`config.mk`:
```
export PLATFORM = sky130hd
export DESIGN_NAME = alu_sched
export DESIGN_NICKNAME = d
export VERILOG_FILES = /design/src/rtl/alu_sched.sv
export SDC_FILE = /design/constraint.sdc
export NUM_CORES = 1
export LEC_CHECK = 0
export CORE_MARGIN = 1
export CORE_UTILIZATION = 45
export DETAILED_ROUTE_END_ITERATION = 8
export PLACE_DENSITY = 0.75
export SYNTH_ARGS = -nofsm -noshare
export SYNTH_HDL_FRONTEND = slang
export SYNTH_SLANG_ARGS = --single-unit
```
`constraint.sdc`:
```
create_clock -name clk -period 2.3 [get_ports clk]
set_input_delay 0.575 -clock clk [delete_from_list [all_inputs] [get_ports clk]]
set_output_delay 0.575 -clock clk [all_outputs]
set_load 0.005 [all_outputs]
```
`src/rtl/alu_sched.sv`:
```
// Two-requester ALU scheduler: round-robin grant, iterative execute on one shared ALU,
// and a held response until the consumer accepts it.

module alu_sched_alu (
    input  logic [7:0] A,
    input  logic [7:0] B,
    input  logic [2:0] sel,
    output logic [7:0] R
);

    // Modulo-256 arithmetic; carry and borrow are simply dropped.
    always_comb begin
        R = 8'h00;
        case (sel)
            3'b000:  R = A + B;
            3'b001:  R = A - B;
            3'b010:  R = A & B;
            3'b011:  R = A | B;
            3'b100:  R = {A[6:0], A[7]};
            3'b101:  R = {A[0], A[7:1]};
            default: R = 8'h00;
        endcase
    end

endmodule

module alu_sched (
    input  logic       clk,
    input  logic       rst,
    input  logic       req0_valid,
    output logic       req0_ready,
    input  logic [7:0] req0_a,
    input  logic [7:0] req0_b,
    input  logic [2:0] req0_sel,
    input  logic [2:0] req0_cnt,
    input  logic       req1_valid,
    output logic       req1_ready,
    input  logic [7:0] req1_a,
    input  logic [7:0] req1_b,
    input  logic [2:0] req1_sel,
    input  logic [2:0] req1_cnt,
    output logic       rsp_valid,
    input  logic       rsp_ready,
    output logic       rsp_id,
    output logic [7:0] rsp_data,
    output logic       busy
);

    typedef enum logic [1:0] {
        S_IDLE = 2'd0,
        S_EXEC = 2'd1,
        S_RESP = 2'd2
    } state_t;

    state_t     r_state;
    state_t     w_state_nxt;
    logic [7:0] r_acc;
    logic [7:0] r_b;
    logic [2:0] r_sel;
    logic [2:0] r_iter;
    logic       r_id;
    logic       r_last;
    logic       r_rst_d;
    logic       w_grant0;
    logic       w_grant1;
    logic       w_can_grant;
    logic [7:0] w_alu_r;

    alu_sched_alu u_alu (
        .A   (r_acc),
        .B   (r_b),
        .sel (r_sel),
        .R   (w_alu_r)
    );

    always_ff @(posedge clk) begin
        if (rst) begin
            r_state <= S_IDLE;
        end else begin
            r_state <= w_state_nxt;
        end
    end

    // Grants are suppressed while reset is asserted and in the first cycle after it.
    always_comb begin
        w_state_nxt = r_state;
        w_grant0    = 1'b0;
        w_grant1    = 1'b0;
        w_can_grant = !rst && !r_rst_d;
        case (r_state)
            S_IDLE: begin
                if (w_can_grant) begin
                    if (req0_valid && (!req1_valid || r_last)) begin
                        w_grant0 = 1'b1;
                    end else if (req1_valid) begin
                        w_grant1 = 1'b1;
                    end
                    if (w_grant0 || w_grant1) begin
                        w_state_nxt = S_EXEC;
                    end
                end
            end
            S_EXEC: begin
                if (r_iter == 3'd0) begin
                    w_state_nxt = S_RESP;
                end
            end
            S_RESP: begin
                if (rsp_ready) begin
                    w_state_nxt = S_IDLE;
                end
            end
            default: w_state_nxt = S_IDLE;
        endcase
    end

    // r_last starts at 1 so requester 0 wins the first tie.
    always_ff @(posedge clk) begin
        if (rst) begin
            r_acc   <= 8'h00;
            r_b     <= 8'h00;
            r_sel   <= 3'd0;
            r_iter  <= 3'd0;
            r_id    <= 1'b0;
            r_last  <= 1'b1;
            r_rst_d <= 1'b1;
        end else begin
            r_rst_d <= 1'b0;
            if (w_grant0) begin
                r_acc  <= req0_a;
                r_b    <= req0_b;
                r_sel  <= req0_sel;
                r_iter <= req0_cnt;
                r_id   <= 1'b0;
                r_last <= 1'b0;
            end else if (w_grant1) begin
                r_acc  <= req1_a;
                r_b    <= req1_b;
                r_sel  <= req1_sel;
                r_iter <= req1_cnt;
                r_id   <= 1'b1;
                r_last <= 1'b1;
            end else if (r_state == S_EXEC) begin
                r_acc <= w_alu_r;
                if (r_iter != 3'd0) begin
                    r_iter <= r_iter - 3'(1);
                end
            end
        end
    end

    assign req0_ready = w_grant0;
    assign req1_ready = w_grant1;
    assign rsp_valid  = (r_state == S_RESP);
    assign busy       = (r_state != S_IDLE);
    assign rsp_data   = r_acc;
    assign rsp_id     = r_id;

endmodule

```
==> results.env <==
SEQ_AREA_FRAC_SYNTH_PCT=22.74
SYN_TO_FINAL_GROWTH_PCT=46.79
LAYOUT_COMMONEST_CELL='sky130_fd_sc_hd__clkdlybuf4s50_1'
DIE_H_UM=74.69
PATH_CELLS='nor3b_4 -> buf_4 -> nor2_1 -> xnor2_1 -> ha_1 -> nor2b_1 -> o31a_1 -> o2111a_1 -> nor3_2 -> o31ai_1'
GRT_USE_TOTAL_PCT=27.11
LAYOUT-DRIVE-GT1-SHARE_PCT=24.81
DPL.HPWL_UM=5453
INITIAL_UTILIZATION_PCT=46.55
ROUTED_VIA_DENSITY=5.646
TIMING_WORST_SLEW_PIN_VALUE_PS=364.1
SYNTH_EDF_COUNT=0
SLEW-LIMIT-HEADROOM_PCT=75.68
PLACE_INST=453
REQUIRED_PS=2470
SYNTH_FLOP_CELL='sky130_fd_sc_hd__dfxtp_1'
SYNTH_TOP_FAMILY_BY_AREA='compound AO/OA/AOI/OAI gates'
WIRE_PER_INST_UM=15.71
PLACE.GP.CONGESTION=0.8232
SETUP.WORST_PATH.START_CLASS='flip-flop'
CTS_TREE='yes'
MIN_PERIOD_OVER_PERIOD_PCT=101.2
ANTENNA_LEFT=0
SWITCHING_SHARE_OF_POWER_PCT=38.93
DIE_AREA_UM2=5578
CRITICALPATHCATEGORY='flip-flop to flip-flop'
DESIGN.PORTCOUNT=62
FIRST_GLOBAL_VIAS=2498
NUM_ANTENNA_CELLS=0
COMMONEST_NON_FILL_NON_TAP_CELLS_IN_THE_LAYOUT='58 x sky130_fd_sc_hd__clkdlybuf4s50_1, 45 x sky130_fd_sc_hd__buf_4, 39 x sky130_fd_sc_hd__nand2_1'
CLOCK_INSERTION_DELAY_WORST_SKEW_PS=280
CAP_VIOL_MAX_COUNT=0
MAX_FREQ_GHz=0.4297
GATE_COUNT_POST_SYNTH=301
TIMING_HOLD_VIOLATIONS_FINAL=0
POST_SYNTH_XOR_AREA_FRACTION_PCT=2.947
FLOORPLAN.DIE.WIDTH_UM=74.69
CTS-HOLD-FIX-BUFFERS=0
FIN_NETS=454
SYNTH_MUX_AREA_SHARE_PCT=4.000
POSTSYNTHNETCOUNT=363
CRITPATHBUFINV=1
CTS-HTREE-LEVELS=1
POWER_FRAC_COMB_PCT=56.7
NUM-FILL-CELLS=444
CELLLEAKAGEPOWER_nW=1.382
P_INT_mW=1.251
VDD.IR_DROP.WORST_mV=0.2837
REMAINING_DRCS=0
POST_SYNTH_FA_HA_MAJ_AREA_FRACTION_PCT=9.263
ANTENNA_FOUND_INITIAL=0
TIMING.FINAL.SETUP_VIOLATIONS=2
POWER.NET_SWITCHING_uW=797.5
DRT_ITER0_MARKERS=212
DRT-PASS1-ITER-COUNT=4
TIMING_MAX_TRANSITION_VIOLATIONS_FINAL=0
VIAS=2603
SEQ_POWER_SHARE_PCT=29.0
COUNT_OF_PORT_BUFFERS_ADDED_DURING_PLACEMENT=61
VIOLATIONS='setup timing'
CLOCK-SKEW-FINAL_PS=5.864
MAX_STAGE_DELAY_PS=350
GLOBAL_ROUTE.OVERFLOW_TOTAL=0
CTS_INSERTED_BUFFERS=3
GRT_PASS1_WL_UM=11510
POST_SYNTHESIS_COMPOUND_GATE_AREA_FRACTION_PCT=31.84
YOSYS.CELL_TYPES.COUNT=62
CP_TOP_FAMILY='simple AND/OR/NAND/NOR gates'
WORST_SETUP_HOLD_PATH_CLK_SLEW_PS=110
YS_ASYNC_SR_FRACTION_PCT=0
SYNTHSIMPLEGATEAREAFRAC_PCT=22.58
TOTAL_POWER_mW=2.048
END_KIND='flip-flop'
MAXIMUM_FANOUT_ALONG_THE_WORST_PATH=3
ROUTED_WL_UM=7242
SYNTH.AVG_CELL_AREA_UM2=7.898
CTS.PATH.MAX_BUFFERS=2
CRITPATHSLOWESTCELL='sky130_fd_sc_hd__dfxtp_2'
GRT_START_MAX_NET_PINS=26
PLACEABLECOREAREA_UM2=5107
P_PER_AREA_nW_PER_UM2=587.0
POSTSYNTHREGISTERBITS=27
SYN_AREA_UM2=2377
CLKSINKCOUNT=27
FINALWORSTPATHREQUIREDPERIOD_PS=2327
YOSYSWARNINGCOUNT=0
ROOT_BUFFER='sky130_fd_sc_hd__clkbuf_8'
FINALNONFILLERCELLS=461
WORST-ENDPOINT-ARRIVAL_PS=2500
POWER.CLOCK.FRACTION_PCT=14.3
GRT_SETUP_UNREPAIRED='true'
WORST_HOLD_PATH_TYPE='flip-flop to flip-flop'
FINAL_CRITICAL_PATH_SETUP_SLACK_PS=-27.15
STATUS='finished, violations left'
FLOORPLAN.ROWS=26
## final cells by class
cell class	instances	area (µm²)	share of cell area (%)
Clock buffer	3	41.29	1.183
Timing Repair Buffer	107	963.4	27.61
Clock inverter	1	7.507	0.2151
Sequential cell	27	543.0	15.56
Tap cell	70	87.58	2.510
Inverter	14	52.55	1.506
Multi-Input combinational cell	239	1794	51.42
## power groups by stage
stage | Combinational [mW] | Clock (mW) | Sequential [mW]
2_1_floorplan | 0.625 | 0 | 0.591
3_3_place_gp | 0.994 | 0 | 0.602
3_5_place_dp | 1.01 | 0 | 0.602
4_1_cts | 1.08 | 0.292 | 0.594
5_1_grt | 1.28 | 0.305 | 0.602
6_report | 1.16 | 0.292 | 0.594
## cell usage after synthesis, types with 3 or more instances
| library cell | n | share of area, % |
|---|---|---|
| sky130_fd_sc_hd__xnor2_1 | 7 | 2.6 |
| sky130_fd_sc_hd__ha_1 | 12 | 6.3 |
| sky130_fd_sc_hd__maj3_1 | 5 | 2.1 |
| sky130_fd_sc_hd__nor2_1 | 30 | 4.7 |
| sky130_fd_sc_hd__nor2b_1 | 8 | 2.1 |
| sky130_fd_sc_hd__inv_1 | 13 | 2.1 |
| sky130_fd_sc_hd__o21a_1 | 7 | 2.2 |
| sky130_fd_sc_hd__nand3_1 | 3 | 0.63 |
| sky130_fd_sc_hd__a211oi_1 | 4 | 1.3 |
| sky130_fd_sc_hd__o31ai_1 | 4 | 1.3 |
| sky130_fd_sc_hd__a311oi_2 | 9 | 5.7 |
| sky130_fd_sc_hd__buf_2 | 12 | 2.5 |
| sky130_fd_sc_hd__nor3_1 | 4 | 0.84 |
| sky130_fd_sc_hd__a31oi_1 | 4 | 1.1 |
| sky130_fd_sc_hd__o211ai_1 | 3 | 0.95 |
| sky130_fd_sc_hd__mux2i_1 | 5 | 2.1 |
| sky130_fd_sc_hd__nand2_1 | 39 | 6.2 |
| sky130_fd_sc_hd__a21oi_1 | 15 | 3.2 |
| sky130_fd_sc_hd__o22ai_1 | 7 | 1.8 |
| sky130_fd_sc_hd__dfxtp_1 | 27 | 23 |
| sky130_fd_sc_hd__a311oi_1 | 3 | 1.1 |
| sky130_fd_sc_hd__and3_1 | 6 | 1.6 |
| sky130_fd_sc_hd__o21ai_0 | 8 | 1.7 |
| sky130_fd_sc_hd__o221ai_1 | 3 | 1.1 |
| sky130_fd_sc_hd__a32oi_1 | 3 | 1.1 |
| sky130_fd_sc_hd__clkbuf_1 | 7 | 1.1 |
| sky130_fd_sc_hd__a22oi_1 | 3 | 0.95 |
| sky130_fd_sc_hd__mux2_2 | 4 | 1.9 |
| sky130_fd_sc_hd__nand2b_1 | 3 | 0.79 |
## tightest hold or removal path: cells and delay by family (launching register included)
family	cells	cell delay (ps)
AO/OA/AOI/OAI	1	50
flip-flops	1	320
AND/OR/NAND/NOR	1	50
## stage by stage
stage	TNS [ps]	utilization, %	instance area [µm²]	setup slack (ps)	hold WS [ps]
6_report	-48.60	68.32	3490	-27.15	459.2
3_3_place_gp	-2537	64.77	3308	-496.6	442.1
4_1_cts	-28.96	67.20	3432	-20.57	460.6
3_5_place_dp	-3030	64.77	3308	-507.5	446.5
2_1_floorplan	0	-	2394	8.284	431.9
5_1_grt	-793.3	68.32	3490	-178.7	493.5
## state kept, by name, indices dropped and copies added, names as in the netlist
register and cells:
r_b 8, r_iter 3, r_last 1, r_rst_d 1
r_sel 3, r_state 2, rsp_data 8, rsp_id 1
## layer usage
layer | global-route usage, % | vias to the layer above | wire, µm | part of all wire, %
li1 | - | 1281 | - | -
met1 | 34.68 | 1233 | 3033 | 42
met2 | 47.65 | 81 | 3739 | 52
met3 | 3.079 | 8 | 376 | 5.2
met4 | 8.595 | 0 | 93 | 1.3
met5 | 0 | - | 0 | 0
## path summary, 6_finish.rpt
kind / startpoint / endpoint / slack, ps / depth (start not counted)
setup reg to reg: r_sel[2] / rsp_data[6] / -30 / 10
hold reg to reg: r_iter[1] / r_iter[1] / 460 / 2
setup / recovery: r_sel[2] / rsp_data[6] / -30 / 10
hold / removal: r_iter[1] / r_iter[1] / 460 / 2
## logic make-up (layout without fill, tap and decap cells)
| logic type | Yosys count | count (layout) |
|---|---|---|
| xor gates and xnor gates | 8 | 8 |
| adders and majority gates | 18 | 18 |
| DFF | 27 | 27 |
| AOI/OAI and AO/OA | 96 | 96 |
| buffers and inverters | 35 | 125 |
| and+or+nand+nor | 108 | 108 |
| muxes | 9 | 9 |
## what timing repair did
action	4_1_cts	5_1_grt
setup buffers	4	1
resized for setup	24	10
endpoints found under the hold margin	0	0
setup endpoints to repair	9	7
gates cloned	0	0
pin swaps	18	20
No activity file was read; power rests on OpenSTA's default activity.
